### src/rtl/shared_pkg.sv
`default_nettype none
// +----------------------------------------------------------------------+
// | Package  : shared_pkg                                                |
// | Brief    : Types and constants shared by the GLB datapath blocks.    |
// | Revision : 1.0 - initial release                                     |
// +----------------------------------------------------------------------+
package shared_pkg;

    // GLB bank selector
    typedef enum logic [1:0] {
        IFMAP  = 2'd0,
        FILTER = 2'd1,
        BIAS   = 2'd2,
        PSUM   = 2'd3
    } data_t;

    // GLB word address width
    localparam int ADDR_WIDTH = 12;

    // Packed 16-bit values per 64-bit GLB/DRAM word
    localparam int DRAIN_WORD_LANES = 4;

endpackage
`default_nettype wire

### src/rtl/drain_skid_fifo.sv
`default_nettype none
// +----------------------------------------------------------------------+
// | Module   : drain_skid_fifo                                           |
// | Brief    : Small register FIFO that absorbs GLB read latency. The    |
// |            head entry is presented directly from storage, and a      |
// |            push and pop may happen in the same cycle even when full. |
// | Revision : 1.0 - initial release                                     |
// +----------------------------------------------------------------------+
module drain_skid_fifo #(
    parameter int DEPTH = 2,
    parameter int WIDTH = 64
) (
    input  logic                         clk,
    input  logic                         rst,
    input  logic                         i_push,
    input  logic [WIDTH-1:0]             i_push_data,
    input  logic                         i_pop,
    output logic [WIDTH-1:0]             o_head,
    output logic                         o_valid,
    output logic [$clog2(DEPTH+1)-1:0]   o_count
);

    localparam int c_PTR_W = (DEPTH > 1) ? $clog2(DEPTH) : 1;
    localparam int c_CNT_W = $clog2(DEPTH + 1);
    localparam logic [c_PTR_W-1:0] c_LAST_PTR = c_PTR_W'(DEPTH - 1);
    localparam logic [c_PTR_W-1:0] c_PTR_ONE  = c_PTR_W'(1);
    localparam logic [c_CNT_W-1:0] c_CNT_ONE  = c_CNT_W'(1);
    localparam logic [c_CNT_W-1:0] c_CNT_FULL = c_CNT_W'(DEPTH);

    logic [WIDTH-1:0]   r_mem [DEPTH];
    logic [c_PTR_W-1:0] r_wr_ptr;
    logic [c_PTR_W-1:0] r_rd_ptr;
    logic [c_CNT_W-1:0] r_count;
    logic               w_full;
    logic               w_do_push;
    logic               w_do_pop;

    // A push while full is only honoured when the head leaves in the same cycle
    assign o_valid   = (r_count != '0);
    assign w_full    = (r_count == c_CNT_FULL);
    assign w_do_pop  = i_pop && o_valid;
    assign w_do_push = i_push && (!w_full || w_do_pop);
    assign o_head    = r_mem[r_rd_ptr];
    assign o_count   = r_count;

    // Read/write pointers wrap at DEPTH-1; occupancy tracks push minus pop
    always_ff @(posedge clk) begin
        if (rst) begin
            r_wr_ptr <= '0;
            r_rd_ptr <= '0;
            r_count  <= '0;
        end else begin
            if (w_do_push) begin
                r_wr_ptr <= (r_wr_ptr == c_LAST_PTR) ? '0 : r_wr_ptr + c_PTR_ONE;
            end
            if (w_do_pop) begin
                r_rd_ptr <= (r_rd_ptr == c_LAST_PTR) ? '0 : r_rd_ptr + c_PTR_ONE;
            end
            case ({w_do_push, w_do_pop})
                2'b10:   r_count <= r_count + c_CNT_ONE;
                2'b01:   r_count <= r_count - c_CNT_ONE;
                default: r_count <= r_count;
            endcase
        end
    end

    // Storage is cleared on reset so the idle head word reads as zero
    always_ff @(posedge clk) begin
        if (rst) begin
            for (int i = 0; i < DEPTH; i++) begin
                r_mem[i] <= '0;
            end
        end else if (w_do_push) begin
            r_mem[r_wr_ptr] <= i_push_data;
        end
    end

endmodule
`default_nettype wire

### src/rtl/glb_data_drain.sv
`default_nettype none
// +----------------------------------------------------------------------+
// | Module   : glb_data_drain                                            |
// | Brief    : Reads a contiguous GLB region and streams the words out   |
// |            on a valid/ready interface toward the DRAM output FIFO.   |
// |            Reads are throttled so buffered plus in-flight words      |
// |            never exceed the skid buffer depth.                       |
// | Options  : DRAIN_RELU_EN - clamp negative 16-bit lanes of PSUM words |
// |            to zero as they enter the skid buffer.                    |
// | Revision : 1.0 - initial release                                     |
// +----------------------------------------------------------------------+
module glb_data_drain
    import shared_pkg::data_t;
    import shared_pkg::IFMAP;
#(
    parameter int DATA_WIDTH = 16,
    parameter int WORD_WIDTH = 64,
    parameter int ADDR_WIDTH = shared_pkg::ADDR_WIDTH,
    parameter int SKID_DEPTH = 2
) (
    input  logic                  core_clk,
    input  logic                  core_reset,
    input  logic                  start,
    input  data_t                 data_type,
    input  logic [ADDR_WIDTH-1:0] base_addr,
    input  logic [ADDR_WIDTH-1:0] num_words,
    output logic                  busy,
    output logic                  done,
    output logic                  glb_rd_en,
    output data_t                 glb_rd_type,
    output logic [ADDR_WIDTH-1:0] glb_rd_addr,
    input  logic [WORD_WIDTH-1:0] glb_rd_data,
    output logic [WORD_WIDTH-1:0] dout,
    output logic                  dout_valid,
    input  logic                  dout_ready,
    output logic [ADDR_WIDTH-1:0] words_sent
);

    localparam int c_CNT_W  = $clog2(SKID_DEPTH + 1);
    localparam int c_PEND_W = c_CNT_W + 1;
    localparam logic [ADDR_WIDTH-1:0] c_ADDR_ONE = ADDR_WIDTH'(1);
    localparam logic [c_PEND_W-1:0]   c_SKID_LIM = c_PEND_W'(SKID_DEPTH);

    typedef enum logic [1:0] {
        ST_IDLE  = 2'd0,
        ST_READ  = 2'd1,
        ST_FLUSH = 2'd2,
        ST_DONE  = 2'd3
    } state_t;

    state_t                r_state;
    state_t                w_next_state;
    data_t                 r_type;
    logic [ADDR_WIDTH-1:0] r_addr;
    logic [ADDR_WIDTH-1:0] r_num;
    logic [ADDR_WIDTH-1:0] r_issued;
    logic [ADDR_WIDTH-1:0] r_words_sent;
    logic                  r_inflight;

    logic [ADDR_WIDTH-1:0] w_issued_next;
    logic [ADDR_WIDTH-1:0] w_sent_next;
    logic [c_CNT_W-1:0]    w_occ;
    logic [c_PEND_W-1:0]   w_pending;
    logic                  w_valid;
    logic                  w_pop;
    logic                  w_issue;
    logic                  w_accept;
    logic [WORD_WIDTH-1:0] w_head;
    logic [WORD_WIDTH-1:0] w_push_data;

    // A read may issue only if the word it returns is guaranteed a skid slot
    assign w_pop         = w_valid && dout_ready;
    assign w_pending     = c_PEND_W'(w_occ) + c_PEND_W'(r_inflight) - c_PEND_W'(w_pop);
    assign w_issue       = (r_state == ST_READ) && (r_issued < r_num) && (w_pending < c_SKID_LIM);
    assign w_issued_next = r_issued + c_ADDR_ONE;
    assign w_sent_next   = r_words_sent + ADDR_WIDTH'(w_pop);
    assign w_accept      = (r_state == ST_IDLE) && start;

    assign glb_rd_en   = w_issue;
    assign glb_rd_addr = r_addr;
    assign glb_rd_type = r_type;
    assign dout        = w_head;
    assign dout_valid  = w_valid;
    assign words_sent  = r_words_sent;

`ifdef DRAIN_RELU_EN
    logic w_is_psum;
    assign w_is_psum = (r_type == shared_pkg::PSUM);

    for (genvar g = 0; g < shared_pkg::DRAIN_WORD_LANES; g++) begin : g_relu_lane
        logic [DATA_WIDTH-1:0] w_lane;
        assign w_lane = glb_rd_data[g*DATA_WIDTH +: DATA_WIDTH];
        assign w_push_data[g*DATA_WIDTH +: DATA_WIDTH] =
            (w_is_psum && w_lane[DATA_WIDTH-1]) ? '0 : w_lane;
    end
`else
    for (genvar g = 0; g < shared_pkg::DRAIN_WORD_LANES; g++) begin : g_pass_lane
        assign w_push_data[g*DATA_WIDTH +: DATA_WIDTH] = glb_rd_data[g*DATA_WIDTH +: DATA_WIDTH];
    end
`endif

    // Read data lands one cycle after the strobe, so the push is the delayed issue
    drain_skid_fifo #(
        .DEPTH (SKID_DEPTH),
        .WIDTH (WORD_WIDTH)
    ) u_skid (
        .clk         (core_clk),
        .rst         (core_reset),
        .i_push      (r_inflight),
        .i_push_data (w_push_data),
        .i_pop       (w_pop),
        .o_head      (w_head),
        .o_valid     (w_valid),
        .o_count     (w_occ)
    );

    // FSM state register
    always_ff @(posedge core_clk) begin
        if (core_reset) begin
            r_state <= ST_IDLE;
        end else begin
            r_state <= w_next_state;
        end
    end

    // Next-state and status outputs; completion uses the post-handshake count
    // so done follows the final word by exactly one cycle
    always_comb begin
        w_next_state = r_state;
        busy         = (r_state != ST_IDLE);
        done         = (r_state == ST_DONE);
        case (r_state)
            ST_IDLE:  if (start) w_next_state = (num_words == '0) ? ST_DONE : ST_READ;
            ST_READ:  if (w_issue && (w_issued_next == r_num)) w_next_state = ST_FLUSH;
            ST_FLUSH: if (w_sent_next == r_num) w_next_state = ST_DONE;
            ST_DONE:  w_next_state = ST_IDLE;
            default:  w_next_state = ST_IDLE;
        endcase
    end

    // Transfer context: latched at start, then advanced per issue and handshake
    always_ff @(posedge core_clk) begin
        if (core_reset) begin
            r_type       <= IFMAP;
            r_addr       <= '0;
            r_num        <= '0;
            r_issued     <= '0;
            r_words_sent <= '0;
            r_inflight   <= 1'b0;
        end else begin
            r_inflight <= w_issue;
            if (w_accept) begin
                r_type       <= data_type;
                r_addr       <= base_addr;
                r_num        <= num_words;
                r_issued     <= '0;
                r_words_sent <= '0;
            end else begin
                if (w_issue) begin
                    r_addr   <= r_addr + c_ADDR_ONE;
                    r_issued <= w_issued_next;
                end
                r_words_sent <= w_sent_next;
            end
        end
    end

endmodule
`default_nettype wire

### config.mk
export PLATFORM = sky130hd
export DESIGN_NAME = glb_data_drain
export DESIGN_NICKNAME = d
export VERILOG_FILES = /design/src/rtl/shared_pkg.sv /design/src/rtl/drain_skid_fifo.sv /design/src/rtl/glb_data_drain.sv
export SDC_FILE = /design/constraint.sdc
export NUM_CORES = 1
export LEC_CHECK = 0
export BUFFER_PORTS_ARGS = -buffer_cell sky130_fd_sc_hd__buf_2
export CAP_MARGIN = 20
export CORE_MARGIN = 2
export CORE_UTILIZATION = 40
export CTS_CLUSTER_DIAMETER = 30
export DETAILED_ROUTE_END_ITERATION = 8
export GPL_TIMING_DRIVEN = 0
export SLEW_MARGIN = 0
export SYNTH_ARGS = -nofsm -noshare
export SYNTH_HDL_FRONTEND = slang
export SYNTH_HIERARCHICAL = 1
export SYNTH_SLANG_ARGS = --single-unit
### constraint.sdc
create_clock -name core_clk -period 5.04 [get_ports core_clk]
set_input_delay 1.008 -clock core_clk [delete_from_list [all_inputs] [get_ports core_clk]]
set_output_delay 1.008 -clock core_clk [all_outputs]
set_load 0.03 [all_outputs]
==> results of run 1 <==
worst max-delay path: stages, from the launching register on:
cell and delay (ps):
dfxtp_1 380, or2_2 320, and2_1 250, ha_1 290, nand2b_1 150, fa_1 380
xnor2_1 170, nand4b_1 160, a2111oi_4 520, buf_2 360, buf_2 250
cell families (layout without fill, tap and decap cells):
| kind of cell | Yosys count | in the layout | share of synthesized area |
|---|---|---|---|
| DFF | 186 | 186 | 0.555 |
| other | 0 | 1 | 0 |
| muxes | 69 | 69 | 0.0856 |
| buffers and inverters | 62 | 284 | 0.0343 |
| AOI/OAI and AO/OA | 74 | 74 | 0.0540 |
| and+or+nand+nor | 291 | 291 | 0.183 |
| xor gates and xnor gates | 56 | 56 | 0.0544 |
| adders and majority gates | 24 | 24 | 0.0341 |
through the flow:
step	setup WS (ps)	area [um2]	power, W	TNS (ps)
3_3_place_gp	-2180	10300	0.00309	-139060
3_5_place_dp	344	10400	0.00311	0
2_1_floorplan	109	9020	0.00274	0
5_1_grt	134	11000	0.00463	0
4_1_cts	269	11000	0.00445	0
6_report	353	11000	0.00440	0
how the worst min path moves through the flow:
stage | slack, ps | to | startpoint | cells after the start
4_1_cts | 460 | glb_rd_type[1]$_SDFFE_PP0P_ | glb_rd_type[1]$_SDFFE_PP0P_ | 2
6_report | 460 | glb_rd_type[1]$_SDFFE_PP0P_ | glb_rd_type[1]$_SDFFE_PP0P_ | 2
3_3_place_gp | 450 | glb_rd_type[1]$_SDFFE_PP0P_ | glb_rd_type[1]$_SDFFE_PP0P_ | 2
2_1_floorplan | 460 | r_num[8]$_SDFFE_PP0P_ | r_num[8]$_SDFFE_PP0P_ | 2
5_1_grt | 480 | glb_rd_type[1]$_SDFFE_PP0P_ | glb_rd_type[1]$_SDFFE_PP0P_ | 2
3_5_place_dp | 450 | glb_rd_type[1]$_SDFFE_PP0P_ | glb_rd_type[1]$_SDFFE_PP0P_ | 2
cell usage after synthesis (2+ instances only):
library cell,count,area [um2]
clkbuf_2,6,30.0
a211oi_1,6,45.0
buf_2,13,65.1
a21o_1,4,30.0
nand3_1,15,75.1
a21oi_1,28,140
buf_6,6,67.6
nor2_1,44,165
a311oi_1,3,26.3
and3_1,11,68.8
dfxtp_1,58,1160
nor4b_2,2,30.0
nand2_1,44,165
xnor2_1,30,263
buf_4,2,15.0
nor4_1,4,25.0
mux2i_1,4,40.0
nand4_1,13,81.3
o211ai_1,2,15.0
or2_2,2,12.5
clkbuf_1,13,48.8
a31oi_1,2,12.5
o311a_1,2,20.0
o21ai_0,16,80.1
mux2_2,65,732
nand2b_1,2,12.5
edfxtp_1,128,3840
or3_1,3,18.8
and2_1,130,813
nor2b_1,4,25.0
inv_1,21,78.8
nand4_2,2,25.0
xor2_1,26,228
nor3_1,4,20.0
o311ai_0,2,17.5
ha_1,23,288
power by group through the flow:
| stage | sequential (W) | combinational, W | clock, W |
|---|---|---|---|
| after floorplan | 0.00201 | 0.000723 | 0 |
| after global placement | 0.00198 | 0.00111 | 0 |
| after detailed placement | 0.00197 | 0.00114 | 0 |
| after CTS | 0.00193 | 0.00115 | 0.00138 |
| after global routing | 0.00195 | 0.00123 | 0.00144 |
| final | 0.00193 | 0.00113 | 0.00134 |
layout make-up:
class | count | area, um2 | area share
sequential | 186 | 5000 | 0.455
multi-input combinational | 514 | 3720 | 0.338
timing repair buffer | 190 | 1010 | 0.0919
clock buffer | 17 | 425 | 0.0387
tap | 280 | 350 | 0.0319
buffer | 41 | 230 | 0.0209
clock inverter | 15 | 173 | 0.0157
inverter | 21 | 78.8 | 0.00717
antenna | 1 | 2.50 | 0.000228
flip-flops by register name, indices dropped and copies added (netlist names), named ones only:
name	count
u_skid/r_rd_ptr	1
r_state	2
glb_rd_addr	12
r_issued	12
u_skid/r_wr_ptr	1
u_skid/o_count	2
r_inflight	1
u_skid/r_mem	128
r_num	12
glb_rd_type	2
words_sent	12
per-layer routing:
layer	wire [um]	share of wire
met1	9750	0.46
met2	9870	0.47
met3	1140	0.054
met4	214	0.010
met5	13	0.00062
==> results.sh, run 1 <==
export IMPL_io_pins=188
export IMPL_wl_per_cell_um=16.6
export IMPL_core_um2=22000
export IMPL_grt_use_met3=0.0454
export IMPL_max_vdd_ir_drop_mv=0.210
export IMPL_drive_above_1_share=0.333
export IMPL_setup_worst_path_end_class="primary output"
export IMPL_p_seq_frac=0.439
export IMPL_syn_cell_area_um2=9020
export IMPL_numClockSinks=186
export IMPL_vias=6237
export IMPL_max_cap_violations=0
export IMPL_p_sw_frac=0.342
export IMPL_tightest_slew_ps=821
export IMPL_hold_violations=0
export IMPL_fp_dieH_um=154
export IMPL_drc=0
export IMPL_start_util=0.411
export IMPL_fin_util=0.501
export IMPL_rows=54
export IMPL_ant_nets=0
export IMPL_cts_inserted_buffers=17
export IMPL_cp_max_fo=10
export IMPL_ff2ff_path_depth=11
export IMPL_final_cell_mix="200 x buf_2, 130 x and2_1, 128 x edfxtp_1"
export IMPL_postSynthCellCount=762
export IMPL_p_int_w=0.00290
export IMPL_r2r_setup_slack_ps=1450
export IMPL_final_min_clock_period_ps=4690
export IMPL_p_per_area_nw_per_um2=401
export IMPL_p_leak_nw=4.60
export IMPL_ys_async_sr_fraction=0
export IMPL_status="finished clean"
export IMPL_ys_ff_latch=186
export IMPL_routed_wirelength_mm=21.0
export IMPL_slew_viol_final=0
export IMPL_synth_cell_types=58
export IMPL_criticalPathCategory="reg -> out"
export IMPL_fillers=1998
export IMPL_tritoncts="built"
export IMPL_avgSynthCellArea_um2=11.8
export IMPL_final_net_count=1089
export IMPL_synthFlopType="edfxtp_1"
export IMPL_cts_hold_buf=0
export IMPL_fp_dieW_um=154
export IMPL_yosysSeqAreaShare=0.555
export IMPL_vias_per_cell=4.93
export IMPL_cts_buffer_depth=2
export IMPL_power_switching_w=0.00151
export IMPL_gr_total_overflow=0
export IMPL_finClkSkew_ps=12.9
export IMPL_hold_class="reg -> reg"
export IMPL_dr_pass1_iters=4
export IMPL_layout_commonest_cell="buf_2"
export IMPL_grt_pass1_vias=5990
export IMPL_worstSetupEndpoint="glb_rd_en"
export IMPL_grt_max_degree=55
export IMPL_synth_nets=880
export IMPL_required_ps=4030
export IMPL_cts_resized=0
export IMPL_period_share=0.930
export IMPL_root_buffer="clkbuf_16"
export IMPL_worstSetupStartpoint="u_skid/o_count[1]$_SDFFE_PP0P_"
export IMPL_io_buffers=187
export IMPL_maxSlewHeadroom=0.451
export IMPL_cp_start_kind="flop"
export IMPL_synth_edff_count=128
export IMPL_r2r_start="u_skid/o_count[1]$_SDFFE_PP0P_"
export IMPL_comb_power_share=0.257
export IMPL_worstReg2RegEnd="r_state[1]$_SDFFE_PP0P_"
export IMPL_yosysWarningCount=6
export IMPL_antenna_found_initial=2
export IMPL_grt_usage=0.179
export IMPL_rsz0062_at_grt="no"
export IMPL_grt_pass1_wl_mm=32.8
export IMPL_clk_pin_slew_ps=70
export IMPL_clockPowerShare=0.304
export IMPL_hold_slack_ps=461
export IMPL_fmax_mhz=213
export IMPL_fin_cells=1265
export IMPL_cts_setup_buffers=0
export IMPL_areaGrowthSynthToFinish_pct=21.9
export IMPL_grtUsageMet2=0.291
export IMPL_cp_arrival_ps=3680
export IMPL_dpl_cell_count=1232
export IMPL_htree_levels=4
export IMPL_dp_hpwl_mm=15.1
export IMPL_drt_initial_drc_count=342
export IMPL_gp_congestion=0.860
export IMPL_setup_viol=0
export IMPL_worstSkewPairLatency_ps=440
export IMPL_dieArea_um2=23800
export IMPL_top_usage_layer="met2"
export IMPL_grt_use_met1=0.236
No activity file was read; power rests on OpenSTA's default activity.
==> run 2, diff against run 1 <==
--- a/config.mk
+++ b/config.mk
@@ -8,10 +8,11 @@
 export BUFFER_PORTS_ARGS = -buffer_cell sky130_fd_sc_hd__buf_2
 export CAP_MARGIN = 20
 export CORE_MARGIN = 2
-export CORE_UTILIZATION = 40
+export CORE_UTILIZATION = 45
 export CTS_CLUSTER_DIAMETER = 30
 export DETAILED_ROUTE_END_ITERATION = 8
 export GPL_TIMING_DRIVEN = 0
+export PLACE_DENSITY = 0.7
 export SLEW_MARGIN = 0
 export SYNTH_ARGS = -nofsm -noshare
 export SYNTH_HDL_FRONTEND = slang
==> results.sh, run 2 (synthesized netlist as in run 1, its figures left out) <==
export IMPL_fillers=1712
export IMPL_hold_slack_ps=461
export IMPL_ff2ff_path_depth=11
export IMPL_maxSlewHeadroom=0.496
export IMPL_core_um2=19600
export IMPL_final_cell_mix="200 x buf_2, 130 x and2_1, 128 x edfxtp_1"
export IMPL_rsz0062_at_grt="no"
export IMPL_comb_power_share=0.255
export IMPL_final_cell_area_um2=11000
export IMPL_tns_ps=0
export IMPL_period_share=0.923
export IMPL_dpl_cell_count=1217
export IMPL_power_switching_w=0.00148
export IMPL_setup_worst_path_end_class="primary output"
export IMPL_start_util=0.460
export IMPL_critical_path_top_delay_family="simple AND/OR/NAND/NOR gates"
export IMPL_clockPowerShare=0.303
export IMPL_fp_dieW_um=146
export IMPL_layout_commonest_cell="buf_2"
export IMPL_clk_pin_slew_ps=70
export IMPL_vias_per_cell=5.02
export IMPL_placed_cell_area_um2=10400
export IMPL_drt_initial_drc_count=295
export IMPL_cts_inserted_buffers=17
export IMPL_io_buffers=187
export IMPL_dr_pass1_iters=5
export IMPL_max_cap_violations=0
export IMPL_io_pins=188
export IMPL_top_register="u_skid/r_mem"
export IMPL_grt_max_degree=38
export IMPL_worstSkewPairLatency_ps=430
export IMPL_htree_levels=4
export IMPL_wl_per_cell_um=16.0
export IMPL_drc=0
export IMPL_critPathMaxStageDelay_ps=480
export IMPL_grt_usage=0.190
export IMPL_grt_pass1_vias=6095
export IMPL_cts_hold_buf=0
export IMPL_drive_above_1_share=0.333
export IMPL_root_buffer="clkbuf_16"
export IMPL_worstReg2RegEnd="glb_rd_addr[10]$_SDFFE_PP0P_"
export IMPL_numClockSinks=186
export IMPL_hold_class="reg -> reg"
export IMPL_hold_start="glb_rd_type[0]$_SDFFE_PP0P_"
export IMPL_tightest_slew_ps=754
export IMPL_fin_cells=1253
export IMPL_final_min_clock_period_ps=4650
export IMPL_dieArea_um2=21200
export IMPL_r2r_setup_slack_ps=1470
export IMPL_dp_hpwl_mm=14.5
export IMPL_hold_depth=2
export IMPL_cp_max_fo=10
export IMPL_final_net_count=1089
export IMPL_cp_start_kind="flop"
export IMPL_critPathSlowestCell="a2111oi_4"
export IMPL_fmax_mhz=215
export IMPL_max_vdd_ir_drop_mv=0.262
export IMPL_ant_nets=0
export IMPL_cts_setup_buffers=0
export IMPL_status="finished clean"
export IMPL_r2r_start="u_skid/o_count[1]$_SDFFE_PP0P_"
export IMPL_fp_dieH_um=146
export IMPL_cts_buffer_depth=2
export IMPL_p_int_w=0.00290
export IMPL_cp_buffers_inverters=2
export IMPL_p_seq_frac=0.442
export IMPL_p_per_area_nw_per_um2=399
export IMPL_setup_viol=0
export IMPL_finClkSkew_ps=11.1
export IMPL_gr_total_overflow=0
export IMPL_gp_congestion=0.805
export IMPL_p_leak_nw=4.59
export IMPL_cts_resized=0
export IMPL_largest_register_ffs=128
export IMPL_hold_violations=0
export IMPL_cp_arrival_ps=3640
export IMPL_criticalPathCategory="reg -> out"
export IMPL_hold_end="glb_rd_type[0]$_SDFFE_PP0P_"
export IMPL_cpMostUsedCell="buf_2"
export IMPL_required_ps=4030
export IMPL_antenna_found_initial=3
export IMPL_areaGrowthSynthToFinish_pct=21.6
export IMPL_slew_viol_final=0
export IMPL_routed_wirelength_mm=20.0
export IMPL_tritoncts="built"
export IMPL_p_sw_frac=0.337
export IMPL_grt_pass1_wl_mm=31.9
export IMPL_vias=6296
export IMPL_rows=51
export IMPL_path_cells="or2_2, and2_1, ha_1, nand2b_1, fa_1, xnor2_1, nand4b_1, a2111oi_4, buf_2, buf_2"
[run 2: power by group through the flow]
stage	logic (W)	registers, W	clock network (W)
after global routing	0.00121	0.00196	0.00142
after detailed placement	0.00113	0.00197	0
after global placement	0.00110	0.00197	0
after floorplan	0.000723	0.00201	0
after CTS	0.00113	0.00193	0.00135
final	0.00112	0.00193	0.00133
[run 2: worst max path at each step]
stage	to	cells past startpoint	slack, ps	from
finish	glb_rd_en	10	390	u_skid/o_count[1]$_SDFFE_PP0P_
global route	glb_rd_en	10	140	u_skid/o_count[1]$_SDFFE_PP0P_
CTS	glb_rd_en	10	320	u_skid/o_count[1]$_SDFFE_PP0P_
detailed placement	glb_rd_en	10	430	dout_ready
global placement	u_skid/r_mem[0][26]$_SDFFCE_PN0P_	5	-1860	dout_ready
floorplan	u_skid/r_mem[0][0]$_SDFFCE_PN0P_	4	110	dout_ready
[run 2: layout make-up]
cell class                 count  area (um2)  share of cell area
tap                          265         332              0.0302
antenna                        4        10.0            0.000913
buffer                        41         230              0.0210
sequential                   186        5000               0.456
clock buffer                  17         425              0.0388
clock inverter                15         164              0.0149
timing repair buffer         190        1000              0.0915
multi-input combinational    514        3720               0.339
inverter                      21        78.8             0.00719
[run 2: worst register-to-register path, stage by stage, from the launching register on]
cell and delay, ps:
dfxtp_1 380, or2_2 350, and2_1 250, ha_1 290, nand2b_1 150, fa_1 370
xnor2_1 170, nand4b_1 170, a2111oi_4 480, nand4_2 260, or3_1 360, a311oi_1 240
[run 2: metrics by stage]
| step | util | total power [W] | worst slack (ps) |
|---|---|---|---|
| 2_1_floorplan | - | 0.00274 | 109 |
| 5_1_grt | 0.560 | 0.00459 | 136 |
| 3_3_place_gp | 0.525 | 0.00307 | -1860 |
| 4_1_cts | 0.559 | 0.00442 | 316 |
| 3_5_place_dp | 0.529 | 0.00309 | 430 |
| 6_report | 0.560 | 0.00438 | 390 |
[run 2: layer usage]
metal / share of wire / GRT usage / vias up / wire length, um
li1: - / - / 3101 / -
met1: 0.43 / 0.245 / 2999 / 8670
met2: 0.49 / 0.318 / 167 / 9840
met3: 0.053 / 0.0404 / 27 / 1070
met4: 0.020 / 0.0691 / 2 / 406
met5: 0.00060 / 0 / - / 12
